<file path="src/rtl/vip_column_scheduler.sv">
`default_nettype none
// ============================================================================
// Module   : vip_column_scheduler
// Brief    : Column-at-a-time sequencer for a bank of M VIP units (fetch B
//            column, start, collect done flags, drain results to C).
//            Optional VIP watchdog is enabled by defining VIP_TIMEOUT_EN.
// Revision : 1.0
// ============================================================================
module vip_column_scheduler #(
    parameter int M          = 4,
    parameter int P          = 4,
    parameter int N          = 4,
    parameter int WORD_WIDTH = 32,
    parameter int TIMEOUT    = 1024
) (
    input  logic                                     clk,
    input  logic                                     rst,
    input  logic                                     a_stb,
    input  logic                                     b_stb,
    output logic                                     a_ack,
    output logic                                     b_ack,
    output logic                                     b_rd_en,
    output logic [((P*N > 1) ? $clog2(P*N) : 1)-1:0] b_rd_addr,
    input  logic [WORD_WIDTH-1:0]                    b_rd_data,
    output logic [P*WORD_WIDTH-1:0]                  vip_column,
    output logic                                     vip_start,
    input  logic [M-1:0]                             vip_done,
    input  logic [M*WORD_WIDTH-1:0]                  vip_result,
    output logic                                     c_wr_en,
    output logic [((M*N > 1) ? $clog2(M*N) : 1)-1:0] c_wr_addr,
    output logic [WORD_WIDTH-1:0]                    c_wr_data,
    output logic                                     c_stb,
    input  logic                                     c_ack,
    output logic                                     busy,
    output logic                                     err
);

    localparam int c_baw = (P*N > 1) ? $clog2(P*N) : 1;
    localparam int c_caw = (M*N > 1) ? $clog2(M*N) : 1;
    localparam int c_fw  = $clog2(P+1);
    localparam int c_kw  = (P > 1) ? $clog2(P) : 1;
    localparam int c_ww  = (M > 1) ? $clog2(M) : 1;
    localparam int c_nw  = (N > 1) ? $clog2(N) : 1;

    localparam logic [c_fw-1:0] c_fetch_last = c_fw'(P);
    localparam logic [c_fw-1:0] c_fetch_one  = c_fw'(1);
    localparam logic [c_ww-1:0] c_wr_last    = c_ww'(M-1);
    localparam logic [c_nw-1:0] c_cw_last    = c_nw'(N-1);

    typedef enum logic [2:0] {
        S_IDLE  = 3'd0,
        S_FETCH = 3'd1,
        S_START = 3'd2,
        S_WAIT  = 3'd3,
        S_WRITE = 3'd4,
        S_DONE  = 3'd5
    } state_t;

    state_t                r_state;
    state_t                w_next_state;
    logic [c_nw-1:0]       r_cw;
    logic [c_fw-1:0]       r_fetch_cnt;
    logic [c_kw-1:0]       w_fetch_slot;
    logic [c_ww-1:0]       r_wr_idx;
    logic [M-1:0]          r_mask;
    logic [M-1:0]          w_mask_next;
    logic [WORD_WIDTH-1:0] r_column [P];
    logic [WORD_WIDTH-1:0] r_result [M];

`ifdef VIP_TIMEOUT_EN
    localparam int              c_tw       = $clog2(TIMEOUT+1);
    localparam logic [c_tw-1:0] c_tmo_last = c_tw'(TIMEOUT-1);
    logic [c_tw-1:0]            r_wait_cnt;
    logic                       r_err;
    logic                       w_timeout;
`endif

    // Read data lags the strobe by one cycle, so count k lands in slot k-1.
    assign w_fetch_slot = c_kw'(r_fetch_cnt - c_fetch_one);
    assign busy         = (r_state != S_IDLE);

    for (genvar k = 0; k < P; k++) begin : g_col
        assign vip_column[k*WORD_WIDTH +: WORD_WIDTH] = r_column[k];
    end

    always_comb begin
        w_next_state = r_state;
        w_mask_next  = r_mask;
        b_rd_en      = 1'b0;
        b_rd_addr    = '0;
        vip_start    = 1'b0;
        c_wr_en      = 1'b0;
        c_wr_addr    = '0;
        c_wr_data    = '0;
        c_stb        = 1'b0;
        a_ack        = 1'b0;
        b_ack        = 1'b0;
`ifdef VIP_TIMEOUT_EN
        w_timeout    = 1'b0;
`endif
        case (r_state)
            S_IDLE: begin
                if (a_stb && b_stb) begin
                    w_next_state = S_FETCH;
                end
            end
            S_FETCH: begin
                if (r_fetch_cnt != c_fetch_last) begin
                    b_rd_en   = 1'b1;
                    b_rd_addr = c_baw'(int'(r_fetch_cnt) * N + int'(r_cw));
                end else begin
                    w_next_state = S_START;
                end
            end
            S_START: begin
                vip_start    = 1'b1;
                w_next_state = S_WAIT;
            end
            S_WAIT: begin
                w_mask_next = r_mask | vip_done;
                if (&w_mask_next) begin
                    w_next_state = S_WRITE;
                end
`ifdef VIP_TIMEOUT_EN
                else if (r_wait_cnt == c_tmo_last) begin
                    w_timeout    = 1'b1;
                    w_next_state = S_DONE;
                end
`endif
            end
            S_WRITE: begin
                c_wr_en   = 1'b1;
                c_wr_addr = c_caw'(int'(r_wr_idx) * N + int'(r_cw));
                c_wr_data = r_result[r_wr_idx];
                if (r_wr_idx == c_wr_last) begin
                    w_next_state = (r_cw == c_cw_last) ? S_DONE : S_FETCH;
                end
            end
            S_DONE: begin
                c_stb = 1'b1;
                a_ack = 1'b1;
                b_ack = 1'b1;
                if (c_ack) begin
                    w_next_state = S_IDLE;
                end
            end
            default: w_next_state = S_IDLE;
        endcase
    end

    always_ff @(posedge clk) begin
        if (rst) begin
            r_state     <= S_IDLE;
            r_cw        <= '0;
            r_fetch_cnt <= '0;
            r_wr_idx    <= '0;
            r_mask      <= '0;
            for (int k = 0; k < P; k++) begin
                r_column[k] <= '0;
            end
            for (int i = 0; i < M; i++) begin
                r_result[i] <= '0;
            end
        end else begin
            r_state     <= w_next_state;
            r_fetch_cnt <= '0;
            case (r_state)
                S_IDLE: r_cw <= '0;
                S_FETCH: begin
                    if (r_fetch_cnt != c_fetch_last) begin
                        r_fetch_cnt <= r_fetch_cnt + c_fetch_one;
                    end
                    if (r_fetch_cnt != '0) begin
                        r_column[w_fetch_slot] <= b_rd_data;
                    end
                end
                S_START: r_mask <= '0;
                S_WAIT: begin
                    r_mask <= w_mask_next;
                    if (&w_mask_next) begin
                        for (int i = 0; i < M; i++) begin
                            r_result[i] <= vip_result[i*WORD_WIDTH +: WORD_WIDTH];
                        end
                    end
                end
                S_WRITE: begin
                    if (r_wr_idx == c_wr_last) begin
                        r_wr_idx <= '0;
                        if (r_cw != c_cw_last) begin
                            r_cw <= r_cw + c_nw'(1);
                        end
                    end else begin
                        r_wr_idx <= r_wr_idx + c_ww'(1);
                    end
                end
                default: ;
            endcase
        end
    end

`ifdef VIP_TIMEOUT_EN
    // Watchdog restarts on every WAIT entry; err lives until the job is acked.
    always_ff @(posedge clk) begin
        if (rst) begin
            r_wait_cnt <= '0;
            r_err      <= 1'b0;
        end else begin
            if (r_state == S_WAIT) begin
                r_wait_cnt <= r_wait_cnt + c_tw'(1);
            end else begin
                r_wait_cnt <= '0;
            end
            if (w_timeout) begin
                r_err <= 1'b1;
            end else if (r_state == S_DONE && c_ack) begin
                r_err <= 1'b0;
            end
        end
    end
    assign err = r_err;
`else
    assign err = 1'b0;
`endif

endmodule

`default_nettype wire

</file>
<file path="config.mk">
export PLATFORM = sky130hd
export DESIGN_NAME = vip_column_scheduler
export DESIGN_NICKNAME = d
export VERILOG_FILES = /design/src/rtl/vip_column_scheduler.sv
export SDC_FILE = /design/constraint.sdc
export NUM_CORES = 1
export LEC_CHECK = 0
export BUFFER_PORTS_ARGS = -buffer_cell sky130_fd_sc_hd__buf_2
export CAP_MARGIN = 20
export CORE_MARGIN = 10
export CORE_UTILIZATION = 47
export CTS_CLUSTER_SIZE = 28
export DETAILED_ROUTE_END_ITERATION = 16
export GPL_TIMING_DRIVEN = 0
export MAX_ROUTING_LAYER = met4
export PLACE_DENSITY = 0.77
export SLEW_MARGIN = 20
export SYNTH_ARGS = -nofsm -noshare
export SYNTH_HDL_FRONTEND = slang
export SYNTH_SLANG_ARGS = --single-unit
</file>
<file path="constraint.sdc">
create_clock -name clk -period 12.1 [get_ports clk]
set_clock_uncertainty 0.1 [all_clocks]
set_input_delay 1.21 -clock clk [delete_from_list [all_inputs] [get_ports clk]]
set_output_delay 1.21 -clock clk [all_outputs]
set_load 0.05 [all_outputs]
</file>
==> metrics <==
status completed; Post-Syn Area 11500 um2; Clock Path Buffers 3; Critical-path top delay cell clkbuf_1; Netlist cell types 42; CTS sink count 272; min cycle time layout 3960 ps; fillers 1855; critical path cell sequence buf_4 -> or3b_1 -> clkbuf_1 -> clkbuf_1 -> nor2b_1 -> buf_2; P_sw 0.508 mW; Synth Area in Compound Gates 0.0125; Post-DRT Antenna Nets 0; register share of total power 0.529; worst-margin pin slew ~880 ps; antenna violations before repair 1; clock transition at the registers of the reported paths roughly 70 ps; Post-Synth Adder-Cell Area 0.00436; FP Rows 57; register bit total from synthesis 272; die span in y 176 um; IO Port Bufs 343; Post-CTS Setup Inserts 0; Synthesized Nets approximately 900; layout cell share with drive strength beyond 1 0.472; placed insts 1400; Crit path top cell by count clkbuf_1; Internal Pwr Total roughly 1.5 mW; post-synthesis cell count 724; relative slew slack 0.413; switching part of the total 0.248; PD cells 140 nW/um2; placed cell areas between 10000 and 15000 um2; IO Count about 350; Vias/cell 5.00; hold buffer count at cts 0; largest net degree at the start of global routing 33; Post-Syn Area per Cell 15.8 um2; fin util 0.604; most frequent cells in the layout 347 x buf_2, 256 x edfxtp_1, 187 x and2_1; Post-synth EDFFs 256; max-slew violation count 0; first-pass GRT wire length between 40000 and 50000 um; clock share of power 0.360; logic gate share of total power 0.111; initial DRC count 431; CTS tree yes; max cap viols 0; post-layout instance area roughly 15000 um2; Fin. Hold Viols 0; P_leak about 6.3 nW; Clk Tree Root Cell clkbuf_16; Synth Area in Simple Gates 0.189; Final period util 0.328; core area 24200 um2; Synth Flop Type edfxtp_1; Die Width between 150 and 200 um; GP Congestion 0.885; mux share of post-synthesis cell area 0.0646; asr flop ratio synth 0; vias in the first global route 7840; Startpoint Class register; Seq/Total Area, Yosys 0.698; number of buffers created by CTS 27; Area Overhead vs Synth 27.4%; Die Area 31100 um2; VDD IR-drop max slightly below 0.09 mV; Post-CTS Resized 0; Net count, final between 1k and 1.5k; htree depth 1; gr ovfl total 0; setup slack, reg-to-reg 9440 ps; crit path kind register to output port; fmax 252 MHz; critical path's largest stage delay 370 ps; vias 7239; post-DR wirelength/cell around 21 um; worst path arrival time roughly 2700 ps; RSZ-0062 raised after global routing no; initial core utilization 0.474; Synth Area in XOR/XNOR 0.000764; Total Power 2.05 mW; worst hold-check path type register to register; final cell count without fillers between 1k and 1.5k; dpl hpwl 22800 um; Pre-Repair DR Iteration Count 5; buffer and inverter count on the worst path 4; All-Layer GR Usage 0.192; clk_lat worst skew between 500 and 600 ps; Setup Viol. Count Final 0; crit path capture type output port; commonest non-fill, non-tap cell in the layout buf_2; Routed WL 29900 um; largest family of logic cells by synthesized area simple AND/OR/NAND/NOR gates; Yosys warnings 0; Max Fanout on Critical Path 10; DRC 0; worst endpoint required time about 11000 ps; CP top delay family buffers and inverters
[worst min-delay path, delay by kind of cell, from the launching register on]
kind             cells  cell delay (ps)
AND/OR/NAND/NOR      1               70
AO/OA/AOI/OAI        1               40
flip-flops           1              320
[cell type report]
type                            count  area, um2  share of cell area
Inverter                            8       30.0             0.00205
Multi-Input combinational cell    401       3150               0.215
Clock buffer                       34        702              0.0480
Antenna cell                        1       2.50            0.000171
Tap cell                          324        405              0.0277
Sequential cell                   272       8010               0.548
Timing Repair Buffer              352       1940               0.133
Buffer                             43        320              0.0219
Clock inverter                     13       57.6             0.00394
[flip-flops by register name, summed over array words and instances (netlist names), named ones only]
signal       flops
r_wr_idx         2
r_fetch_cnt      3
r_state          3
r_result       128
r_cw             2
r_mask           4
r_column       128
[synthesized netlist by cell type (5+ instances only)]
library cell	number	share of area
edfxtp_1	256	0.67
and2_1	187	0.10
and2_2	70	0.046
nor2b_1	33	0.018
mux4_2	32	0.063
dfxtp_1	16	0.028
clkbuf_1	13	0.0043
nor2_1	13	0.0043
buf_8	10	0.013
clkbuf_2	10	0.0044
nand2_1	9	0.0029
and3_1	8	0.0044
inv_1	8	0.0026
a21oi_1	7	0.0031
o21ai_0	7	0.0031
buf_4	5	0.0033
[cell families (layout without fill, tap and decap cells)]
| logic type | count (synthesis) | after routing |
|---|---|---|
| simple gates | 337 | 337 |
| flops | 272 | 272 |
| buf+inv | 51 | 450 |
| mux | 34 | 34 |
| compound gates | 24 | 24 |
| fa+ha+maj | 4 | 4 |
| other cells | 1 | 2 |
| xor+xnor | 1 | 1 |
[power groups by stage]
stage               Clock (mW)  Combinational (mW)  Sequential, mW
finish                   0.737               0.228            1.08
global route             0.782               0.243            1.09
CTS                      0.749               0.229            1.08
detailed placement           0               0.229            1.10
global placement             0               0.214            1.11
floorplan                    0              0.0679            1.18
[final timing paths]
check	start	end	cells after the start
setup reg to reg	r_fetch_cnt[0]	r_column[0][11]	6
hold / removal	r_mask[1]	r_mask[1]	2
hold reg to reg	r_mask[1]	r_mask[1]	2
setup / recovery	r_state[0]	c_wr_data[1]	6
[routing by layer]
layer	up-vias	GRT usage	wire (um)
met2	373	0.325	14600
met4	0	0.0417	467
met1	3487	0.227	11900
met5	-	-	0
met3	41	0.0528	2900
li1	3338	-	-
[per-stage QoR]
stage / hold slack [ps] / setup WS [ps] / TNS [ps]
detailed placement: 357 / 8540 / 0
finish: 370 / 8140 / 0
CTS: 372 / 8020 / 0
global placement: 349 / -2890 / -368720
floorplan: 337 / 580 / 0
global route: 421 / 7970 / 0
Note: power is estimated with default switching activity, not from simulation.
